## config.mk

```make
export PLATFORM = sky130hd
export DESIGN_NAME = jt51_kon_seq_flat
export DESIGN_NICKNAME = d
export VERILOG_FILES = /design/src/rtl/jt51_pkg.sv /design/src/rtl/jt51_kon_seq_if.sv /design/src/rtl/jt51_kon_seq.sv /design/src/flat_wrapper.sv
export SDC_FILE = /design/constraint.sdc
export NUM_CORES = 1
export LEC_CHECK = 0
export BUFFER_PORTS_ARGS = -buffer_cell sky130_fd_sc_hd__buf_2
export CORE_MARGIN = 3
export CORE_UTILIZATION = 58
export CTS_CLUSTER_DIAMETER = 80
export DETAILED_ROUTE_END_ITERATION = 10
export PLACE_DENSITY_LB_ADDON = 0.05
export SETUP_SLACK_MARGIN = 0.1
export SYNTH_ARGS = -nofsm -noshare
export SYNTH_HDL_FRONTEND = slang
export SYNTH_SLANG_ARGS = --single-unit
```

## constraint.sdc

```tcl
create_clock -name clk -period 3.02 [get_ports clk]
set_input_delay 0.604 -clock clk [delete_from_list [all_inputs] [get_ports clk]]
set_output_delay 0.604 -clock clk [all_outputs]
set_load 0.02 [all_outputs]
```

## src/rtl/jt51_pkg.sv

```systemverilog
// Shared JT51 slot/operator definitions.
// Slot index = op*8 + ch, with the operator order M1, M2, C1, C2.
// The key-on register mask uses a different bit order:
// [0]=M1, [1]=C1, [2]=M2, [3]=C2.
// mask_to_slots() converts a register mask into slot bits. The register
// decoder can reuse it as well.
package jt51_pkg;

  localparam int NSLOTS = 32;

  localparam logic [1:0] OP_M1 = 2'd0;
  localparam logic [1:0] OP_M2 = 2'd1;
  localparam logic [1:0] OP_C1 = 2'd2;
  localparam logic [1:0] OP_C2 = 2'd3;

  // Write-holding state of the key-on sequencer
  typedef enum logic {
    ST_IDLE = 1'b0,
    ST_PEND = 1'b1
  } kon_state_t;

  // Places the four register mask bits of channel ch onto their slot positions.
  function automatic logic [NSLOTS-1:0] mask_to_slots(input logic [2:0] ch,
                                                      input logic [3:0] mask);
    logic [NSLOTS-1:0] s;
    s = '0;
    s[{OP_M1, ch}] = mask[0];
    s[{OP_C1, ch}] = mask[1];
    s[{OP_M2, ch}] = mask[2];
    s[{OP_C2, ch}] = mask[3];
    return s;
  endfunction

  // Returns all four slot positions that belong to channel ch.
  function automatic logic [NSLOTS-1:0] chan_slots(input logic [2:0] ch);
    return mask_to_slots(ch, 4'hf);
  endfunction

endpackage

```

## src/rtl/jt51_kon_seq_if.sv

```systemverilog
// Key-on register write channel.
// Handshake: the master holds wr_valid, wr_ch and wr_mask stable until a
// clk edge where wr_valid && wr_ready is true. On that edge the write is
// accepted. The handshake is evaluated on every clk edge and is not gated
// by cen.
//   wr_valid : write request (master -> slave)
//   wr_ready : slave can accept a write (slave -> master)
//   wr_ch    : channel 0-7
//   wr_mask  : operator mask, [0]=M1 [1]=C1 [2]=M2 [3]=C2
interface jt51_kon_seq_if;
  logic       wr_valid;
  logic       wr_ready;
  logic [2:0] wr_ch;
  logic [3:0] wr_mask;

  modport master (output wr_valid, output wr_ch, output wr_mask, input wr_ready);
  modport slave  (input wr_valid, input wr_ch, input wr_mask, output wr_ready);
endinterface

```

## src/rtl/jt51_kon_seq.sv

```systemverilog
// Key-on sequencer for the envelope generator's keyon_II input.
// The module holds the 32-slot key state. It serialises that state one slot
// per cen, in envelope slot order. Register writes and CSM bursts take
// effect only on a frame boundary, so each update is atomic per sample.
// Ports:
//   clk, rst  : clock, synchronous active-high reset
//   cen       : clock enable for all slot-rate logic
//   zero      : frame marker; the cen cycle that loads slot 0
//   wr        : key-on write channel (slave side)
//   csm_en    : CSM mode enable
//   csm_ovf   : timer-A overflow pulse, sampled on cen
//   keyon_II  : key state of the slot currently at envelope stage II
//   frame_upd : one-cen pulse when a boundary applied any update
//   dbg_state : write-holding FSM state
module jt51_kon_seq
  import jt51_pkg::*;
(
  input  logic                 clk,
  input  logic                 rst,
  input  logic                 cen,
  input  logic                 zero,
  jt51_kon_seq_if.slave        wr,
  input  logic                 csm_en,
  input  logic                 csm_ovf,
  output logic                 keyon_II,
  output logic                 frame_upd,
  output kon_state_t           dbg_state
);

  kon_state_t        state_q, state_d;
  logic [NSLOTS-1:0] kst, kst_next;
  logic [4:0]        cnt, slot;
  logic [2:0]        pend_ch;
  logic [3:0]        pend_mask;
  logic              csm_pend, csm_pend_next;
  logic              csm_act, csm_act_next;
  logic              boundary, accept, key_bit;

  assign wr.wr_ready = (state_q == ST_IDLE) && !rst;
  assign accept      = wr.wr_valid && wr.wr_ready;
  assign dbg_state   = state_q;

  // A boundary is the cen cycle that loads slot 0. That happens on the wrap
  // or whenever zero arrives, and zero also resynchronises the counter.
  assign boundary = cen && (zero || (cnt == 5'd0));

  always_comb begin
    state_d = state_q;
    case (state_q)
      ST_IDLE: if (accept)   state_d = ST_PEND;
      ST_PEND: if (boundary) state_d = ST_IDLE;
      default:               state_d = ST_IDLE;
    endcase
  end

  always_comb begin
    kst_next      = kst;
    csm_act_next  = csm_act;
    csm_pend_next = csm_pend;
    slot          = cnt;
    if (boundary) begin
      slot = 5'd0;
      if (state_q == ST_PEND)
        kst_next = (kst & ~chan_slots(pend_ch)) | mask_to_slots(pend_ch, pend_mask);
      // The burst lasts one frame. A request that arrives during the burst
      // extends it by exactly one more frame.
      csm_act_next  = csm_pend;
      csm_pend_next = 1'b0;
    end
    // An overflow on the boundary cycle itself is held for the next boundary.
    if (cen && csm_ovf && csm_en) csm_pend_next = 1'b1;
    // On a boundary, slot 0 is loaded from the updated state, so the whole
    // frame sees the new keys.
    key_bit = kst_next[slot] | csm_act_next;
  end

  always_ff @(posedge clk) begin
    if (rst) state_q <= ST_IDLE;
    else     state_q <= state_d;
  end

  always_ff @(posedge clk) begin
    if (rst) begin
      kst       <= '0;
      cnt       <= 5'd0;
      pend_ch   <= 3'd0;
      pend_mask <= 4'd0;
      csm_pend  <= 1'b0;
      csm_act   <= 1'b0;
      keyon_II  <= 1'b0;
      frame_upd <= 1'b0;
    end else begin
      if (accept) begin
        pend_ch   <= wr.wr_ch;
        pend_mask <= wr.wr_mask;
      end
      kst      <= kst_next;
      csm_pend <= csm_pend_next;
      csm_act  <= csm_act_next;
      if (cen) begin
        keyon_II  <= key_bit;
        cnt       <= slot + 5'd1;
        frame_upd <= boundary && ((state_q == ST_PEND) || (csm_act_next != csm_act));
      end
    end
  end

endmodule

```

## src/flat_wrapper.sv

```systemverilog
// flat-port wrapper written by rule: the top's interface ports become plain ports
module jt51_kon_seq_flat import jt51_pkg::*;
  (clk, rst, cen, zero, csm_en, csm_ovf, keyon_II, frame_upd, dbg_state, wr_wr_valid, wr_wr_ch, wr_wr_mask, wr_wr_ready);
  jt51_kon_seq_if wr_i ();
  input  logic clk;
  input  logic rst;
  input  logic cen;
  input  logic zero;
  input  logic csm_en;
  input  logic csm_ovf;
  output logic keyon_II;
  output logic frame_upd;
  output kon_state_t dbg_state;
  input wire logic [$bits(wr_i.wr_valid)-1:0] wr_wr_valid;
  input wire logic [$bits(wr_i.wr_ch)-1:0] wr_wr_ch;
  input wire logic [$bits(wr_i.wr_mask)-1:0] wr_wr_mask;
  output wire logic [$bits(wr_i.wr_ready)-1:0] wr_wr_ready;
  assign wr_i.wr_valid = wr_wr_valid;
  assign wr_i.wr_ch = wr_wr_ch;
  assign wr_i.wr_mask = wr_wr_mask;
  assign wr_wr_ready = wr_i.wr_ready;
  jt51_kon_seq u_core (.clk(clk), .rst(rst), .cen(cen), .zero(zero), .wr(wr_i), .csm_en(csm_en), .csm_ovf(csm_ovf), .keyon_II(keyon_II), .frame_upd(frame_upd), .dbg_state(dbg_state));
endmodule
```

After elaboration in Yosys (flattened, before gate mapping)
Cells that the tools add are included.
Storage, ports and cells
  logic and storage cells: 66
  register bits: 49
  bits of input ports: 14
  memories: 0
  output and inout bits: 4
  bits in read-only memories: 0
  latch bits: 0
  bits in writable memories: 0
Operators by class
  mux-type cells: 22
  $mul: 0
  bitwise logic cells: 9
  $add $sub $neg: 1
  magnitude comparators: 9
  shifts and indexed selects: 0
  divide/modulo/power cells: 0
  reduce and logical (&&, ||, !) cells: 15
  eq/ne operators: 1
Operators with widths (number)
  bitwise mux 32 bit: 3
  two-way mux 32 bit: 2
  bitwise OR 32 bit: 2
  AND 32 bit: 1
  AND 32 x 8 -> 32 bit: 1
  inverter 32 bit: 1
  bitwise OR 32 x 16 -> 32 bit: 1
  bitwise OR 8 x 24 -> 24 bit: 1
  < comparator 5 x 6 -> 1 bit (second input constant): 3
  demux 1 bit (select 3 bit): 4
  >= comparator 5 x 1 -> 1 bit (second input constant): 2
  logical AND 1 bit: 10
  two-way mux 1 bit: 10
  < comparator 3 x 6 -> 1 bit (second input constant): 1
  < comparator 4 x 6 -> 1 bit (second input constant): 1
  adder 5 x 1 -> 5 bit (second input constant): 1
  binary-select mux 1 bit (select 5 bit): 1
  zero test 5 bit: 1
  two-way mux 5 bit: 1
  >= comparator 4 x 1 -> 1 bit (second input constant): 1
  >= comparator 3 x 1 -> 1 bit (second input constant): 1
  logical OR 1 bit: 2
  one-hot mux 1 bit (2 select lines): 1
  nonzero test 2 bit: 1
  other kinds (4): 4

Logic depth before layout (Yosys ltp)
Gate-level depths: netlist of run 1.
  depth after elaboration: 15
  gate-level depth with buffers: 9
  depth with buffers taken out: 8

Least setup slack after synthesis of run 1
Ideal clock, no wire load.
  kind: register to register
  start: reg u_core.cnt[0]
  end: reg u_core.keyon_II
  arrival: 2.133 ns
  required time: 2.887 ns
  stages on the path, launching flop included: 9
  path slack: 0.753 ns
  clock period less this slack: 2.267 ns
  buffers on the path: 1
  setup time: 0.133 ns
  cells stage by stage: dfxtp_1 > buf_6 > or4_4 > o31a_2 > o21ai_2 > a311oi_1 > a2111oi_1 > o22a_1 > a211oi_2
On the way
  longest elaborated chain between the ends: 7
  elaborated cells between the ends (all ways): 9
  those cells by class: 5 x mux; 1 x bitwise; 3 x reduce/logical
Ends and longest elaborated chain
  start: declaration: RTL line jt51_kon_seq.sv:32  | logic [4:0] cnt, slot;
  start signal: assignment: RTL line jt51_kon_seq.sv:102  | cnt <= slot + 5'd1;
  zero test 5 bit: RTL line jt51_kon_seq.sv:45  | assign boundary = cen && (zero || (cnt == 5'd0));
  logical OR 1 bit: RTL line jt51_kon_seq.sv:45
  logical AND 1 bit: RTL line jt51_kon_seq.sv:45
  two-way mux 32 bit or two-way mux 5 bit (tied branches): RTL line jt51_kon_seq.sv:61  | if (boundary) begin
  binary-select mux 1 bit (select 5 bit): RTL line jt51_kon_seq.sv:74  | key_bit = kst_next[slot] | csm_act_next;
  two-way mux 1 bit (implied by the code): RTL line jt51_kon_seq.sv:74
  bitwise OR 1 bit *: RTL line jt51_kon_seq.sv:74
  end signal: assignment: RTL line jt51_kon_seq.sv:101  | keyon_II <= key_bit;
  end: declaration: RTL line jt51_kon_seq.sv:25  | output logic keyon_II,
Every way passes the cells marked *; elsewhere a longest branch is shown, timed or not. The select of a mux whose other input is x is not followed.
A chain may end at the register's enable or synchronous reset.

Worst setup path in the final report of run 1
  start: reg u_core.cnt[3]
  end: reg u_core.keyon_II
The elaborated chain is that of the path after synthesis.

==> results of run 1 <==
critical path: stages, from the launching register on:
cell	delay [ns]
dfxtp_1	0.60
nor4_1	0.15
a2bb2oi_1	0.62
o21ai_0	0.22
o211a_1	0.25
a211oi_1	0.26
o221ai_1	0.18
a211oi_2	0.23
flip-flops by register name, summed over array words and instances (netlist names):
| signal | count |
|---|---|
| u_core.cnt | 5 |
| u_core.csm_act | 1 |
| u_core.csm_pend | 1 |
| u_core.dbg_state | 1 |
| u_core.frame_upd | 1 |
| u_core.keyon_II | 1 |
| u_core.kst | 32 |
| u_core.pend_ch | 3 |
| u_core.pend_mask | 4 |
cell type report:
| type | instances | area [µm²] | share of cell area (%) |
|---|---|---|---|
| multi-input cells | 225 | 1329 | 51.03 |
| flip-flops and latches | 49 | 980.9 | 37.67 |
| repair buffers | 22 | 122.6 | 4.709 |
| clock buffers | 5 | 68.82 | 2.643 |
| well taps | 50 | 62.56 | 2.403 |
| clock inverters | 3 | 21.27 | 0.8169 |
| inverters | 5 | 18.77 | 0.7208 |
worst max path at each step:
| stage | slack [ns] | end | startpoint |
|---|---|---|---|
| final | 0.44 | u_core.keyon_II | u_core.cnt[3] |
| after detailed placement | 0.20 | u_core.keyon_II | cen |
| after floorplan | 0.75 | u_core.keyon_II | u_core.cnt[0] |
| after CTS | 0.48 | u_core.keyon_II | u_core.cnt[0] |
| after global placement | 0.24 | u_core.keyon_II | cen |
| after global routing | 0.17 | u_core.keyon_II | u_core.cnt[1] |
through the flow:
| stage | utilization [%] | total power [W] | cell area [µm²] |
|---|---|---|---|
| CTS | 64.17 | 0.001229 | 2604 |
| detailed placement | 61.95 | 0.0008444 | 2514 |
| global placement | 61.95 | 0.0008443 | 2514 |
| finish | 64.17 | 0.001223 | 2604 |
| global route | 64.17 | 0.001275 | 2604 |
| floorplan | - | 0.0008067 | 2466 |
synthesized netlist by cell type (2+ instances only):
cell | instances | share of area (%)
inv_1 | 5 | 0.76
a21oi_1 | 27 | 5.5
a22oi_1 | 2 | 0.61
a32oi_1 | 2 | 0.71
o221ai_1 | 3 | 1.1
nor3b_1 | 2 | 0.61
mux2i_1 | 20 | 8.1
nand2b_1 | 3 | 0.76
and3_1 | 2 | 0.51
clkbuf_1 | 12 | 1.8
buf_4 | 3 | 0.91
nor3_1 | 4 | 0.81
nor2b_1 | 4 | 1.0
a31oi_1 | 2 | 0.51
nand2_1 | 28 | 4.3
a211oi_1 | 4 | 1.2
nor2_1 | 45 | 6.8
and2_1 | 2 | 0.51
a311oi_1 | 4 | 1.4
nand3_1 | 17 | 3.4
o21ai_0 | 24 | 4.9
dfxtp_1 | 49 | 40
buf_6 | 5 | 2.3
o21bai_1 | 2 | 0.61
layer usage:
layer	wire length, µm	part of all wire (%)	up-vias
li1	-	-	1080
met1	2889	50	1023
met2	2479	43	81
met3	336	5.8	16
met4	125	2.1	0
met5	0	0	-
logic make-up after synthesis:
group	share of synthesized area (%)
buffers and inverters	6.342
adder cells (fa/ha/maj)	0.5073
AND/OR/NAND/NOR	22.58
AO/OA/AOI/OAI	21.87
flip-flops	39.78
XOR/XNOR	0.3552
multiplexers	8.574
where the power goes:
part	internal (W)	switching, W	total (W)	leakage, nW
clock network	0.000165	0.000227	0.000391	0.0445
registers	0.000659	0.0000273	0.000686	0.397
logic	0.0000562	0.0000894	0.000146	0.520
==> impl_metrics.xml, run 1 <==
<?xml version="1.0" encoding="UTF-8"?>
<metrics>
  <group name="status">
    <metric name="outcome" unit="">completed</metric>
  </group>
  <group name="timing">
    <metric name="tns" unit="ns">0</metric>
    <metric name="period_share" unit="%">85.53</metric>
    <metric name="fmaxAchievable" unit="MHz">387.2</metric>
    <metric name="worst-slew-pin-transition" unit="ns">0.8186</metric>
    <metric name="min_period" unit="ns">2.583</metric>
    <metric name="finalSetupViolations" unit="">0</metric>
    <metric name="timing_hold_violations_final" unit="">0</metric>
    <metric name="unrepaired_setup_endpoints_after_global_routing" unit="">false</metric>
    <metric name="timing.hold.ws" unit="ns">0.4670</metric>
    <metric name="finalClockSkew" unit="ns">0.004538</metric>
    <metric name="slew_violations" unit="">0</metric>
    <metric name="final.setup.worst_slack" unit="ns">0.4371</metric>
    <metric name="relSlewSlack" unit="%">45.32</metric>
  </group>
  <group name="setup_path">
    <metric name="critical_path.reg2reg.startpoint" unit="">u_core.cnt[3]</metric>
    <metric name="worst_setup_path_end_kind" unit="">flip-flop</metric>
    <metric name="r2r_slack" unit="ns">0.44</metric>
    <metric name="cp-start-kind" unit="">flip-flop</metric>
    <metric name="crit-reg2reg-capture" unit="">u_core.keyon_II</metric>
    <metric name="required" unit="ns">3.25</metric>
    <metric name="arrival_time_at_the_worst_endpoint" unit="ns">2.82</metric>
    <metric name="critical_path_peak_fanout" unit="">13</metric>
    <metric name="r2r.worst_path.cells" unit="">7</metric>
    <metric name="critical_path_class" unit="">flip-flop to flip-flop</metric>
  </group>
  <group name="power">
    <metric name="power_density" unit="mW/mm²">469.7</metric>
    <metric name="worst_ir_drop_vdd" unit="V">0.0004336</metric>
    <metric name="leakagePower" unit="nW">0.9619</metric>
  </group>
  <group name="cts">
    <metric name="cts_sinks" unit="">49</metric>
    <metric name="clk_root_buffer_cell" unit="">clkbuf_8</metric>
    <metric name="tritoncts_buffer_count" unit="">5</metric>
    <metric name="post_cts_hold_buffer_count" unit="">0</metric>
    <metric name="clock_latency" unit="ns">0.30</metric>
    <metric name="number_of_setup_buffers_added_after_cts" unit="">0</metric>
    <metric name="ctsHtreeMaxLevel" unit="">2</metric>
    <metric name="max-clock-path-buffers" unit="">2</metric>
    <metric name="cts_tree" unit="">done</metric>
    <metric name="cts_resized" unit="">0</metric>
    <metric name="clk_pin_slew" unit="ns">0.09</metric>
  </group>
  <group name="synthesis">
    <metric name="synth_cell_type_count" unit="">53</metric>
    <metric name="ys_ff_latch" unit="">49</metric>
    <metric name="postSynth.asyncResetShare" unit="%">0</metric>
    <metric name="mappedNetlistNets" unit="">315</metric>
    <metric name="ys.warnings.count" unit="">0</metric>
    <metric name="synth_edf_count" unit="">0</metric>
    <metric name="netlist_instances" unit="">300</metric>
    <metric name="yosysSeqAreaShare" unit="%">39.78</metric>
    <metric name="yosys_most_used_dff" unit="">dfxtp_1</metric>
    <metric name="post_synth_instance_area" unit="mm²">0.002466</metric>
    <metric name="syn-mean-instance-area" unit="µm²">8.220</metric>
  </group>
  <group name="grt">
    <metric name="grt_first_pass_wirelength" unit="mm">9.936</metric>
    <metric name="globalRoute.totalOverflow" unit="">0</metric>
    <metric name="number_of_global_route_vias_before_repair" unit="">2034</metric>
    <metric name="gr-usage-all-layers" unit="%">24.62</metric>
    <metric name="grt_busiest_layer" unit="">met1</metric>
    <metric name="grt_use_met1" unit="%">37.02</metric>
    <metric name="global_route.usage.met3" unit="%">3.551</metric>
    <metric name="grt_antenna_before_repair" unit="">0</metric>
    <metric name="groute.layer.met2.usage" unit="%">35.41</metric>
    <metric name="grt_max_degree" unit="">50</metric>
  </group>
  <group name="routing">
    <metric name="count_of_vias_placed_by_the_detailed_router" unit="">2200</metric>
    <metric name="drtAntennaViolNets" unit="">0</metric>
    <metric name="initialDrtViolationCount" unit="">192</metric>
    <metric name="drt-pass1-iter-count" unit="">5</metric>
    <metric name="wl_per_cell" unit="µm">16.24</metric>
    <metric name="drt-total-wl" unit="mm">5.831</metric>
    <metric name="drcViolationCount" unit="">0</metric>
    <metric name="detail_route.vias_per_cell" unit="">6.128</metric>
  </group>
  <group name="cells_and_area">
    <metric name="num-nets-final" unit="">323</metric>
    <metric name="ratio_of_cells_with_drive_above_1_in_the_final_layout" unit="%">13.59</metric>
    <metric name="diodes" unit="">0</metric>
    <metric name="area.growth.synth_to_final" unit="%">5.581</metric>
    <metric name="stdcell_count" unit="">359</metric>
    <metric name="num-fill-cells" unit="">369</metric>
    <metric name="most_common_library_cell_in_the_layout_ignoring_fill_and_taps" unit="">dfxtp_1</metric>
    <metric name="final_cell_mix" unit="">dfxtp_1 (49), nor2_1 (45), nand2_1 (28)</metric>
  </group>
  <group name="min_path">
    <metric name="min-delay-start" unit="">u_core.kst[6]</metric>
    <metric name="min-delay-path-class" unit="">flip-flop to flip-flop</metric>
    <metric name="timing.hold.worst_endpoint" unit="">u_core.kst[6]</metric>
    <metric name="holdPathStages" unit="">2</metric>
  </group>
  <group name="place">
    <metric name="routabilityCongestion" unit="">0.9277</metric>
    <metric name="dp_hpwl" unit="mm">4.079</metric>
    <metric name="post-place-ws" unit="ns">0.1957</metric>
    <metric name="post-place-cells" unit="">351</metric>
    <metric name="portBuffers" unit="">17</metric>
  </group>
  <group name="floorplan">
    <metric name="die_w" unit="µm">71.21</metric>
    <metric name="num_ports" unit="">18</metric>
    <metric name="die_h" unit="µm">71.21</metric>
    <metric name="initial_core_util" unit="%">60.78</metric>
    <metric name="core_footprint" unit="mm²">0.004058</metric>
    <metric name="row_count" unit="">23</metric>
    <metric name="die_area" unit="mm²">0.005070</metric>
  </group>
  <group name="run">
    <metric name="drv.max_cap_violation_count" unit="">0</metric>
  </group>
</metrics>
Power figures use the tool's default switching activity.
==> run 2, diff against run 1 <==
--- a/config.mk
+++ b/config.mk
@@ -5,13 +5,14 @@
 export SDC_FILE = /design/constraint.sdc
 export NUM_CORES = 1
 export LEC_CHECK = 0
+export ABC_AREA = 1
 export BUFFER_PORTS_ARGS = -buffer_cell sky130_fd_sc_hd__buf_2
 export CORE_MARGIN = 3
 export CORE_UTILIZATION = 58
 export CTS_CLUSTER_DIAMETER = 80
 export DETAILED_ROUTE_END_ITERATION = 10
 export PLACE_DENSITY_LB_ADDON = 0.05
-export SETUP_SLACK_MARGIN = 0.1
+export SLEW_MARGIN = 20
 export SYNTH_ARGS = -nofsm -noshare
 export SYNTH_HDL_FRONTEND = slang
 export SYNTH_SLANG_ARGS = --single-unit
==> impl_metrics.xml, run 2 <==
<?xml version="1.0" encoding="UTF-8"?>
<metrics>
  <group name="routing">
    <metric name="drt-total-wl" unit="mm">5.567</metric>
    <metric name="count_of_vias_placed_by_the_detailed_router" unit="">2201</metric>
    <metric name="detail_route.vias_per_cell" unit="">5.586</metric>
    <metric name="initialDrtViolationCount" unit="">230</metric>
    <metric name="drcViolationCount" unit="">0</metric>
    <metric name="drtAntennaViolNets" unit="">0</metric>
    <metric name="wl_per_cell" unit="µm">14.13</metric>
    <metric name="drt-pass1-iter-count" unit="">5</metric>
  </group>
  <group name="timing">
    <metric name="unrepaired_setup_endpoints_after_global_routing" unit="">false</metric>
    <metric name="period_share" unit="%">75.06</metric>
    <metric name="tns" unit="ns">0</metric>
    <metric name="timing_hold_violations_final" unit="">0</metric>
    <metric name="finalClockSkew" unit="ns">0.008473</metric>
    <metric name="worst-slew-pin-transition" unit="ns">0.4982</metric>
    <metric name="slew_violations" unit="">0</metric>
    <metric name="relSlewSlack" unit="%">66.74</metric>
    <metric name="finalSetupViolations" unit="">0</metric>
    <metric name="min_period" unit="ns">2.267</metric>
    <metric name="fmaxAchievable" unit="MHz">441.2</metric>
  </group>
  <group name="cells_and_area">
    <metric name="most_common_library_cell_in_the_layout_ignoring_fill_and_taps" unit="">inv_1</metric>
    <metric name="registers.top_by_ff_count" unit="">u_core.kst</metric>
    <metric name="num-fill-cells" unit="">354</metric>
    <metric name="area.growth.synth_to_final" unit="%">5.831</metric>
    <metric name="diodes" unit="">0</metric>
    <metric name="ratio_of_cells_with_drive_above_1_in_the_final_layout" unit="%">12.14</metric>
    <metric name="largest_register_ffs" unit="">32</metric>
    <metric name="num-nets-final" unit="">361</metric>
    <metric name="biggestRegsByFlops" unit="">u_core.kst (32), u_core.cnt (5), u_core.pend_mask (4)</metric>
    <metric name="final_cell_mix" unit="">inv_1 (54), dfxtp_1 (49), nor2_1 (46)</metric>
  </group>
  <group name="synthesis">
    <metric name="synth_area_leaders" unit="">dfxtp_1 (40%), inv_1 (8.3%), nand3_1 (7.6%)</metric>
    <metric name="synth_cell_type_count" unit="">26</metric>
    <metric name="yosysSeqAreaShare" unit="%">40.10</metric>
    <metric name="synth.cells.most_frequent" unit="">inv_1 (54), dfxtp_1 (49), nor2_1 (46), nand3_1 (37), nand2_1 (36)</metric>
    <metric name="yosys.cell_count.top_type" unit="">inv_1</metric>
    <metric name="synth_edf_count" unit="">0</metric>
    <metric name="ys_ff_latch" unit="">49</metric>
    <metric name="post_synth_instance_area" unit="mm²">0.002446</metric>
    <metric name="mappedNetlistNets" unit="">355</metric>
    <metric name="syn-mean-instance-area" unit="µm²">7.194</metric>
    <metric name="ys.warnings.count" unit="">0</metric>
    <metric name="postSynth.asyncResetShare" unit="%">0</metric>
    <metric name="netlist_instances" unit="">340</metric>
    <metric name="yosysTopAreaCell" unit="">dfxtp_1</metric>
    <metric name="yosys_most_used_dff" unit="">dfxtp_1</metric>
    <metric name="synth_top_cell_area_share" unit="%">40.10</metric>
  </group>
  <group name="cts">
    <metric name="cts_sinks" unit="">49</metric>
    <metric name="number_of_setup_buffers_added_after_cts" unit="">0</metric>
    <metric name="cts_resized" unit="">0</metric>
    <metric name="max-clock-path-buffers" unit="">2</metric>
    <metric name="clock_latency" unit="ns">0.29</metric>
    <metric name="cts_tree" unit="">done</metric>
    <metric name="clk_pin_slew" unit="ns">0.09</metric>
    <metric name="ctsHtreeMaxLevel" unit="">2</metric>
    <metric name="tritoncts_buffer_count" unit="">5</metric>
    <metric name="post_cts_hold_buffer_count" unit="">0</metric>
    <metric name="clk_root_buffer_cell" unit="">clkbuf_8</metric>
  </group>
  <group name="setup_path">
    <metric name="required" unit="ns">3.27</metric>
    <metric name="critical_path_class" unit="">flip-flop to flip-flop</metric>
    <metric name="worst_setup_path_end_kind" unit="">flip-flop</metric>
    <metric name="cp-start-kind" unit="">flip-flop</metric>
    <metric name="arrival_time_at_the_worst_endpoint" unit="ns">2.52</metric>
    <metric name="critical_path_peak_fanout" unit="">33</metric>
  </group>
  <group name="status">
    <metric name="outcome" unit="">completed</metric>
  </group>
  <group name="power">
    <metric name="power_density" unit="mW/mm²">471.9</metric>
    <metric name="worst_ir_drop_vdd" unit="V">0.0003077</metric>
    <metric name="leakagePower" unit="nW">1.147</metric>
    <metric name="design_power_total" unit="W">0.001222</metric>
  </group>
  <group name="run">
    <metric name="drv.max_cap_violation_count" unit="">0</metric>
  </group>
  <group name="grt">
    <metric name="grt_first_pass_wirelength" unit="mm">9.232</metric>
    <metric name="globalRoute.totalOverflow" unit="">0</metric>
    <metric name="grt_max_degree" unit="">39</metric>
    <metric name="number_of_global_route_vias_before_repair" unit="">1989</metric>
    <metric name="grt_antenna_before_repair" unit="">0</metric>
    <metric name="gr-usage-all-layers" unit="%">23.13</metric>
  </group>
  <group name="place">
    <metric name="portBuffers" unit="">17</metric>
    <metric name="routabilityCongestion" unit="">0.8830</metric>
    <metric name="dp_hpwl" unit="mm">3.904</metric>
  </group>
  <group name="floorplan">
    <metric name="die_area" unit="mm²">0.005032</metric>
    <metric name="die_h" unit="µm">70.94</metric>
    <metric name="num_ports" unit="">18</metric>
    <metric name="initial_core_util" unit="%">63.47</metric>
    <metric name="row_count" unit="">22</metric>
    <metric name="die_w" unit="µm">70.94</metric>
    <metric name="core_footprint" unit="mm²">0.003854</metric>
  </group>
  <group name="min_path">
    <metric name="min-delay-path-class" unit="">flip-flop to flip-flop</metric>
  </group>
</metrics>
run 2: cell count changes after synthesis, moves of 6 or more:
cell,delta
nand4_1,+9
nand3_1,+20
a21oi_1,-6
o21ai_0,-11
mux2i_1,-20
nand2_1,+8
a211oi_1,+20
inv_1,+49
o211ai_1,+8
run 2: worst paths after layout:
kind / from / endpoint / slack, ns / cells past startpoint
setup reg to reg: u_core.cnt[1] / u_core.keyon_II / 0.75 / 14
hold reg to reg: u_core.frame_upd / u_core.frame_upd / 0.47 / 2
setup / recovery: u_core.cnt[1] / u_core.keyon_II / 0.75 / 14
hold / removal: u_core.frame_upd / u_core.frame_upd / 0.47 / 2
run 2: area by class of cell:
type,count,area (µm²),area share (%)
Tap cell,48,60.06,2.320
Clock buffer,7,86.33,3.335
Multi-Input combinational cell,216,1155,44.61
Inverter,55,206.4,7.975
Sequential cell,49,980.9,37.89
Timing Repair Buffer,19,100.1,3.867
run 2: power by group:
part	internal, W	switching [W]	total (W)
Combinational	0.0000482	0.000104	0.000152
Sequential	0.000662	0.0000269	0.000689
Clock	0.000182	0.000199	0.000381
Total	0.000892	0.000330	0.00122
run 2: critical path, cell delays in order (launching register included):
cell	delay (ns)
dfxtp_1	0.64
nor2_1	0.07
nand3_1	0.10
nand2_2	0.16
nand2_4	0.35
nand2_2	0.21
inv_1	0.17
nor2_1	0.08
nand2_1	0.06
nand3_1	0.07
nand2_1	0.08
nand2_1	0.05
nand3_1	0.07
nand2_1	0.05
inv_1	0.05
run 2: stage by stage:
step / util (%) / setup WS [ns] / hold slack [ns] / instances / cell area, µm²
floorplan: - / 1.233 / 0.4338 / 340 / 2446
global placement: 64.94 / 0.8309 / 0.4500 / 387 / 2502
detailed placement: 64.94 / 0.8028 / 0.4587 / 387 / 2502
CTS: 67.18 / 0.8082 / 0.4710 / 394 / 2589
global route: 67.18 / 0.4959 / 0.4909 / 394 / 2589
finish: 67.18 / 0.7533 / 0.4690 / 394 / 2589
run 2: logic make-up after synthesis:
logic type | count (synthesis) | share of synthesized area [%]
AO/OA/AOI/OAI | 68 | 17.60
XOR/XNOR | 1 | 0.3581
adder cells (fa/ha/maj) | 1 | 0.5114
buffers and inverters | 75 | 12.69
flip-flops | 49 | 40.10
AND/OR/NAND/NOR | 146 | 28.75
run 2: layer usage:
metal	wire length (µm)	GRT usage (%)
met1	2679	31.71
met4	85	8.977
met5	0	0
met2	2503	35.84
met3	299	4.688
==> run 3, diff against run 2 <==
--- a/config.mk
+++ b/config.mk
@@ -5,7 +5,7 @@
 export SDC_FILE = /design/constraint.sdc
 export NUM_CORES = 1
 export LEC_CHECK = 0
-export ABC_AREA = 1
+export ABC_AREA = 0
 export BUFFER_PORTS_ARGS = -buffer_cell sky130_fd_sc_hd__buf_2
 export CORE_MARGIN = 3
 export CORE_UTILIZATION = 58
==> constraint.sdc (replaced) <==
create_clock -name clk -period 2.2 [get_ports clk]
set_input_delay 0.44 -clock clk [delete_from_list [all_inputs] [get_ports clk]]
set_output_delay 0.44 -clock clk [all_outputs]
set_load 0.02 [all_outputs]
==> impl_metrics.xml, run 3 (synthesis gave the netlist of run 1 again) <==
<?xml version="1.0" encoding="UTF-8"?>
<metrics>
  <group name="place">
    <metric name="detailed_place.area" unit="mm²">0.002716</metric>
    <metric name="routabilityCongestion" unit="">0.9738</metric>
    <metric name="portBuffers" unit="">17</metric>
    <metric name="dp_hpwl" unit="mm">4.573</metric>
    <metric name="post-place-ws" unit="ns">-0.04487</metric>
  </group>
  <group name="power">
    <metric name="power_switching_share" unit="%">26.23</metric>
    <metric name="share_seq_of_total_power" unit="%">50.5</metric>
    <metric name="leakagePower" unit="nW">1.123</metric>
    <metric name="power.share.clock" unit="%">35.0</metric>
    <metric name="power_density" unit="mW/mm²">631.3</metric>
    <metric name="p_switching" unit="W">0.0004845</metric>
    <metric name="worst_ir_drop_vdd" unit="V">0.0004239</metric>
    <metric name="power.share.combinational" unit="%">14.4</metric>
    <metric name="p_int" unit="W">0.001363</metric>
  </group>
  <group name="routing">
    <metric name="drt-total-wl" unit="mm">6.359</metric>
    <metric name="drcViolationCount" unit="">0</metric>
    <metric name="drtAntennaViolNets" unit="">0</metric>
    <metric name="drt-pass1-iter-count" unit="">5</metric>
    <metric name="count_of_vias_placed_by_the_detailed_router" unit="">2347</metric>
    <metric name="detail_route.vias_per_cell" unit="">6.033</metric>
    <metric name="initialDrtViolationCount" unit="">235</metric>
    <metric name="wl_per_cell" unit="µm">16.35</metric>
  </group>
  <group name="cts">
    <metric name="cts_sinks" unit="">49</metric>
    <metric name="post_cts_hold_buffer_count" unit="">0</metric>
    <metric name="ctsHtreeMaxLevel" unit="">2</metric>
    <metric name="tritoncts_buffer_count" unit="">5</metric>
    <metric name="clock_latency" unit="ns">0.30</metric>
    <metric name="clk_pin_slew" unit="ns">0.09</metric>
    <metric name="clk_root_buffer_cell" unit="">clkbuf_8</metric>
    <metric name="cts_tree" unit="">done</metric>
    <metric name="max-clock-path-buffers" unit="">2</metric>
  </group>
  <group name="timing">
    <metric name="finalSetupViolations" unit="">0</metric>
    <metric name="fmaxAchievable" unit="MHz">456.5</metric>
    <metric name="timing_hold_violations_final" unit="">0</metric>
    <metric name="finalClockSkew" unit="ns">0.003333</metric>
    <metric name="period_share" unit="%">99.57</metric>
    <metric name="unrepaired_setup_endpoints_after_global_routing" unit="">true</metric>
    <metric name="timing.hold.ws" unit="ns">0.3679</metric>
    <metric name="min_period" unit="ns">2.191</metric>
    <metric name="worst-slew-pin-transition" unit="ns">0.4891</metric>
    <metric name="final.setup.worst_slack" unit="ns">0.009358</metric>
    <metric name="relSlewSlack" unit="%">67.35</metric>
    <metric name="slew_violations" unit="">0</metric>
  </group>
  <group name="grt">
    <metric name="number_of_global_route_vias_before_repair" unit="">2167</metric>
    <metric name="gr-usage-all-layers" unit="%">26.13</metric>
    <metric name="grt_antenna_before_repair" unit="">0</metric>
    <metric name="grt_max_degree" unit="">36</metric>
    <metric name="globalRoute.totalOverflow" unit="">0</metric>
    <metric name="grt_first_pass_wirelength" unit="mm">10.42</metric>
  </group>
  <group name="setup_path">
    <metric name="critical_path_class" unit="">flip-flop to flip-flop</metric>
    <metric name="critical_path_peak_fanout" unit="">3</metric>
    <metric name="critical_path.reg2reg.startpoint" unit="">u_core.cnt[1]</metric>
    <metric name="cp-start-kind" unit="">flip-flop</metric>
    <metric name="r2r_slack" unit="ns">0.009</metric>
    <metric name="arrival_time_at_the_worst_endpoint" unit="ns">2.42</metric>
    <metric name="crit-reg2reg-capture" unit="">u_core.keyon_II</metric>
    <metric name="worst_setup_path_end_kind" unit="">flip-flop</metric>
    <metric name="required" unit="ns">2.43</metric>
    <metric name="critical_path.cell_chain" unit="">or4_4 -&gt; buf_4 -&gt; o31ai_4 -&gt; nand3_2 -&gt; a311oi_2 -&gt; a2111oi_1 -&gt; o22a_1 -&gt; a211oi_2</metric>
    <metric name="critPathMaxStageDelay" unit="ns">0.54</metric>
    <metric name="slowest_stage" unit="">or4_4</metric>
    <metric name="r2r.worst_path.cells" unit="">8</metric>
  </group>
  <group name="cells_and_area">
    <metric name="diodes" unit="">0</metric>
    <metric name="biggestRegsByFlops" unit="">u_core.kst (32), u_core.cnt (5), u_core.pend_mask (4)</metric>
    <metric name="largest_register_ffs" unit="">32</metric>
    <metric name="total_area_of_multi_input_combinational_cells" unit="mm²">0.001400</metric>
    <metric name="num-nets-final" unit="">353</metric>
    <metric name="num-fill-cells" unit="">334</metric>
    <metric name="post-route-cell-area" unit="mm²">0.002927</metric>
    <metric name="registers.top_by_ff_count" unit="">u_core.kst</metric>
    <metric name="ratio_of_cells_with_drive_above_1_in_the_final_layout" unit="%">25.07</metric>
    <metric name="most_common_library_cell_in_the_layout_ignoring_fill_and_taps" unit="">dfxtp_1</metric>
    <metric name="regArea" unit="µm²">982.2</metric>
    <metric name="final_cell_mix" unit="">dfxtp_1 (48), nor2_1 (44), buf_4 (34)</metric>
    <metric name="area.growth.synth_to_final" unit="%">18.67</metric>
  </group>
  <group name="min_path">
    <metric name="min-delay-start" unit="">wr_wr_ch[1]</metric>
    <metric name="holdPathStages" unit="">3</metric>
    <metric name="timing.hold.worst_endpoint" unit="">u_core.pend_ch[1]</metric>
    <metric name="min-delay-path-class" unit="">input port to flip-flop</metric>
  </group>
  <group name="floorplan">
    <metric name="die_w" unit="µm">71.21</metric>
    <metric name="core_footprint" unit="mm²">0.004058</metric>
    <metric name="die_h" unit="µm">71.21</metric>
    <metric name="num_ports" unit="">18</metric>
    <metric name="initial_core_util" unit="%">60.78</metric>
    <metric name="row_count" unit="">23</metric>
    <metric name="die_area" unit="mm²">0.005070</metric>
  </group>
  <group name="run">
    <metric name="drv.max_cap_violation_count" unit="">0</metric>
  </group>
  <group name="status">
    <metric name="outcome" unit="">completed</metric>
  </group>
</metrics>
==> run 3: changes by cell type in the layout (fill, tap and decap cells not counted), sizes merged, moves of 6 or more <==
cell / change
o21ai: +12
a211oi: -19
a21oi: +6
nand4: -11
o211ai: -9
inv: -50
nand2: -12
nand3: -25
buf: +33
mux2i: +20
==> run 3: worst max-delay path by stage <==
stage,from,end,slack [ns],depth (start not counted)
3_5_place_dp,cen,u_core.keyon_II,-0.04,8
4_1_cts,u_core.cnt[1],u_core.keyon_II,0.0008,7
6_report,u_core.cnt[1],u_core.keyon_II,0.009,8
5_1_grt,u_core.cnt[1],u_core.keyon_II,-0.05,8
2_1_floorplan,u_core.cnt[0],u_core.keyon_II,0.005,8
3_3_place_gp,cen,u_core.keyon_II,-0.02,8
==> run 3: stage by stage <==
step	setup TNS [ns]	util (%)	cells	power, W
2_1_floorplan	0	-	300	0.001109
3_3_place_gp	-0.02313	66.94	377	0.001195
3_5_place_dp	-0.04487	66.94	377	0.001197
4_1_cts	0	70.61	389	0.001840
5_1_grt	-0.04862	72.12	389	0.001912
6_report	0	72.12	389	0.001848
==> run 3: critical path, delay by kind of cell (launching register included) <==
kind	cells	cell delay (ns)
AO/OA/AOI/OAI	5	0.93
AND/OR/NAND/NOR	2	0.67
flip-flops	1	0.34
buffers and inverters	1	0.16
==> run 3: layout make-up <==
cell class                 count  share of cell area, %
multi-input combinational    225                  47.84
tap                           50                  2.138
sequential                    49                  33.56
clock inverter                 2                  1.325
timing repair buffer          52                  12.01
clock buffer                   6                  2.480
inverter                       5                 0.6413
==> run 3: timing repair <==
item | CTS | global route
buffers inserted | 4 | 0
pin swaps | 5 | 6
setup endpoints to repair | 1 | 3
gates cloned | 0 | 0
gates resized for setup | 2 | 14
==> run 3: per-layer routing <==
metal,vias to the layer above,part of all wire [%],global-route usage (%)
met1,1086,46,37.47
met5,-,0,0
met3,19,6.9,5.398
met2,98,45,38.57
li1,1144,-,-
met4,0,2.7,9.812
==> run 3: power by group through the flow <==
| stage | clock [W] | combinational [W] | sequential, W |
|---|---|---|---|
| 5_1_grt | 0.000687 | 0.000288 | 0.000937 |
| 4_1_cts | 0.000656 | 0.000252 | 0.000932 |
| 6_report | 0.000648 | 0.000267 | 0.000933 |
| 3_3_place_gp | 0 | 0.000243 | 0.000952 |
| 3_5_place_dp | 0 | 0.000244 | 0.000952 |
| 2_1_floorplan | 0 | 0.000168 | 0.000941 |
